**src/rtl/mul_pre_reduce.sv**
```systemverilog
// mul_pre_reduce: digit-serial MSB-first multiplier producing the exact A*B product for the reducer.
// P is registered and only changes on the completion edge, flagged by a one-cycle done strobe.
module mul_pre_reduce #(
  parameter int A_W   = 256,
  parameter int B_W   = 44,
  parameter int DIGIT = 4
) (
  input  logic                 clk,
  input  logic                 reset,
  input  logic                 start,
  input  logic [A_W-1:0]       A,
  input  logic [B_W-1:0]       B,
  output logic [A_W+B_W-1:0]   P,
  output logic                 busy,
  output logic                 done
);
  localparam int P_W   = A_W + B_W;
  localparam int STEPS = B_W / DIGIT;
  localparam int CNT_W = (STEPS > 1) ? $clog2(STEPS) : 1;
  typedef enum logic {IDLE, RUN} state_t;
  state_t               state_q, state_d;
  logic [A_W-1:0]       a_q, a_d;
  logic [B_W-1:0]       b_q, b_d;
  logic [P_W-1:0]       acc_q, acc_d;
  logic [P_W-1:0]       p_q, p_d;
  logic [CNT_W-1:0]     cnt_q, cnt_d;
  logic                 done_q, done_d;
  logic [DIGIT-1:0]     digit;
  logic [A_W+DIGIT-1:0] pp;
  logic [P_W-1:0]       step;
  logic                 load, run, last;
  always_ff @(posedge clk or negedge reset)
    if (!reset) state_q <= IDLE;
    else        state_q <= state_d;
  always_comb begin
    load    = (state_q == IDLE) && start;
    run     = (state_q == RUN);
    last    = run && (cnt_q == '0);
    state_d = load ? RUN : last ? IDLE : state_q;
  end
  // Horner step: shift the running sum one digit and add A times the top digit of B.
  always_comb begin
    digit  = b_q[B_W-1 -: DIGIT];
    pp     = {{DIGIT{1'b0}}, a_q} * {{A_W{1'b0}}, digit};
    step   = {acc_q[P_W-DIGIT-1:0], {DIGIT{1'b0}}} + {{(B_W-DIGIT){1'b0}}, pp};
    a_d    = load ? A : a_q;
    b_d    = load ? B : run ? (b_q << DIGIT) : b_q;
    acc_d  = load ? '0 : run ? step : acc_q;
    cnt_d  = load ? CNT_W'(STEPS - 1) : (run && !last) ? cnt_q - CNT_W'(1) : cnt_q;
    p_d    = last ? step : p_q;
    done_d = last;
  end
  always_ff @(posedge clk or negedge reset)
    if (!reset) begin
      a_q    <= '0;
      b_q    <= '0;
      acc_q  <= '0;
      cnt_q  <= '0;
      p_q    <= '0;
      done_q <= 1'b0;
    end else begin
      a_q    <= a_d;
      b_q    <= b_d;
      acc_q  <= acc_d;
      cnt_q  <= cnt_d;
      p_q    <= p_d;
      done_q <= done_d;
    end
  always_comb begin
    busy = (state_q == RUN);
    done = done_q;
    P    = p_q;
  end
endmodule

```
**config.mk**
```make
export PLATFORM = sky130hd
export DESIGN_NAME = mul_pre_reduce
export DESIGN_NICKNAME = d
export VERILOG_FILES = /design/src/rtl/mul_pre_reduce.sv
export SDC_FILE = /design/constraint.sdc
export NUM_CORES = 2
export LEC_CHECK = 0
export BUFFER_PORTS_ARGS = -buffer_cell sky130_fd_sc_hd__buf_2
export CAP_MARGIN = 10
export CORE_MARGIN = 2
export CORE_UTILIZATION = 40
export CTS_BUF_LIST = sky130_fd_sc_hd__clkbuf_8 sky130_fd_sc_hd__clkbuf_16
export CTS_CLUSTER_DIAMETER = 150
export DETAILED_ROUTE_END_ITERATION = 6
export PLACE_DENSITY = 0.63
export SLEW_MARGIN = 5
export SYNTH_ARGS = -nofsm -noshare
export SYNTH_HDL_FRONTEND = slang
export SYNTH_SLANG_ARGS = --single-unit
```
**constraint.sdc**
```tcl
create_clock -name clk -period 7.4 [get_ports clk]
set_input_delay 1.48 -clock clk [delete_from_list [all_inputs] [get_ports clk]]
set_output_delay 1.48 -clock clk [all_outputs]
set_load 0.005 [all_outputs]
```
==> flow_summary_export.csv <==
group,metric,value,unit
setup_path,r2r_cells,26,
setup_path,crit_buf_inv,9,
hold_path,hold_depth,2,
finish,stdcell_count,12708,
placement,dp.cells,12488,
routing,drt_iter0_markers,5923,
clock_tree,clk_pin_slew,60,ps
floorplanning,start_util,40.2,%
setup_path,cp_top_family,"adder cells",
timing,relSlewSlack,14.1,%
clock_tree,ctsHtreeMaxLevel,3,
global_routing,grt_pass1_vias,72752,
setup_path,path_common_cell,"buf_4",
global_routing,grt_first_pass_wirelength,481000,um
global_routing,grt-ovfl-total,0,
routing,drt_wl_total,322000,um
setup_path,critPathLaunchType,"flop",
clock_tree,cts_buffer_depth,3,
placement,gp_congestion,1.05,
setup_path,cpPeakStageDelay,560,ps
timing,fin_crit,7290,ps
timing,fmax,137,MHz
synth,ys_seq_area_share,27.5,%
timing,skew,82.2,ps
setup_path,crit_fanout,35,
global_routing,grt_max_degree,150,
finish,syn2layout_area_growth,15.5,%
placement,io_buffers,604,
clock_tree,root_buffer,"clkbuf_16",
clock_tree,clkLatencyLatePin,850,ps
routing,wl_per_cell,25.3,um
floorplanning,row_count,166,
routing,firstDrtPassIters,6,
setup_path,cp.depth,26,
clock_tree,cts_buffers,110,
finish,fin_nets,11251,
timing,worst_pin_slew,1290,ps
setup_path,path_class,"flop to flop",
synth,synth_area_leaders,"dfrtp_1, fa_1, and2_1",
synth,synth_nets,10522,
synth,synth.distinct_cells,87,
floorplanning,die_h,457,um
floorplanning,io_pins,605,
synth,yosysTopAreaCellShare,27.5,%
flow_run,drv_cap,0,
clock_tree,ctsHoldBuffers,0,
routing,ant_nets,0,
routing,drc_errors,0,
synth,syn_area,82100,sq um
routing,dr_total_vias,70180,
status,status,"finished clean",
setup_path,cpMaxStageDelayCell,"fa_1",
clock_tree,clock-sinks,902,
hold_path,hp-class,"flop to flop",
setup_path,worstPathArrival,8000,ps
timing,finalHoldViolCount,0,
synth,async_flop_share,100,%
timing,rsz0062_at_grt,"yes",
floorplanning,fp.dieArea,209000,sq um
synth,synth-seq-cells,902,
floorplanning,core_area,204000,sq um
synth,synth_warnings,0,
timing,fin_crit_sh,98.5,%
synth,avgSynthCellArea,8.94,sq um
timing,timing.final.max_slew_violations,0,
synth,synth_edf_count,0,
finish,drive_above_1_share,18.4,%
setup_path,worstPathRequired,8110,ps
synth,synthCells,9187,
clock_tree,cts_tree,"yes",
synth,synth.most_common_cell,"inv_1",
global_routing,antenna_found_initial,18,
synth,synth_commonest_cells,"inv_1, and2_1, nand2_1",
setup_path,end_kind,"flop",
placement,hpwl,261000,um
synth,yosysTopAreaCell,"dfrtp_1",
timing,setup_viol,0,
synth,synthFlopType,"dfrtp_1",
routing,avgViaCountPerCell,5.52,
global_routing,grt_usage,30.6,%
floorplanning,die_w,457,um
## metal layers
layer	global-route usage (%)	part of all wire (%)	vias up
met2	48.9	46	2305
li1	-	-	31688
met1	41.6	44	35701
met3	4.40	5.8	482
met5	0	0.0084	-
met4	12.5	4.7	4
## tightest hold or removal path, delay by kind of cell, from the launching register on
family,cells,cell delay (ps)
AND/OR/NAND/NOR,2,100
flip-flops,1,330
## cell usage in the layout, fill, tap and decap left out, drive strengths merged, types with 17 or more instances in the layout
master	count
and2	1014
inv	1291
o211ai	39
ha	269
clkinv	27
or2	27
nor2	380
a21boi	33
nor2b	23
a211oi	22
nand2	936
nand3	82
clkbuf	127
o21ai	473
o31ai	125
mux2	462
nor4	38
mux2i	49
o21a	51
a21o	138
a21oi	528
dfrtp	902
fa	763
a221oi	28
and4	23
xnor2	164
nor3	121
a31oi	34
xor2	115
nand2b	17
or3	29
a22o	95
and3	33
nand4	191
buf	1088
o21bai	85
## registers in the layout (all words and copies together), names as in the netlist
signal,count
busy,1
P,300
b_q,44
done,1
cnt_q,4
acc_q,296
a_q,256
## per-stage QoR
step / setup WS (ps) / TNS, ps / utilization [%] / hold slack, ps / area [sq um]
detailed placement: -385 / -6330 / 44.4 / 458 / 90700
global route: -7.87 / -7.87 / 46.4 / 479 / 94900
global placement: -556 / -10630 / 44.4 / 456 / 90700
CTS: 10.6 / 0 / 46.3 / 473 / 94600
finish: 110 / 0 / 46.4 / 468 / 94900
floorplan: 1280 / 0 / - / 452 / 82100
## repair_timing
item	CTS	global route
buffers inserted	1	3
resized for setup	13	58
endpoints found under the setup margin	68	120
pin swaps	2	6
## kinds of logic after synthesis
kind of cell,count (synthesis),share of synthesized area [%]
simple gates,2946,18.3
flops,902,27.5
mux,511,6.93
xor+xnor,279,2.98
fa+ha+maj,1032,22.7
compound gates,1778,13.6
buf+inv,1739,8.00
## final timing paths
check	from	end	slack, ps
min reg2reg	P[81]	P[81]	470
min in group asynchronous	reset	acc_q[90]	710
max in group asynchronous	reset	P[186]	5320
max	b_q[42]	P[282]	110
max reg2reg	b_q[42]	P[282]	110
min	P[81]	P[81]	470
## layout make-up
cell class	count	area, sq um
clock inverters	77	922
repair buffers	1088	6990
flip-flops and latches	902	22600
inverters	1268	4770
multi-input cells	6546	53200
diodes	12	30.0
well taps	2688	3360
clock buffers	127	2990
fillers	19842	109000
Power is left out: the tool's default activity adds up to more than one toggle a clock period on the data nets, which glitch-free logic cannot reach.
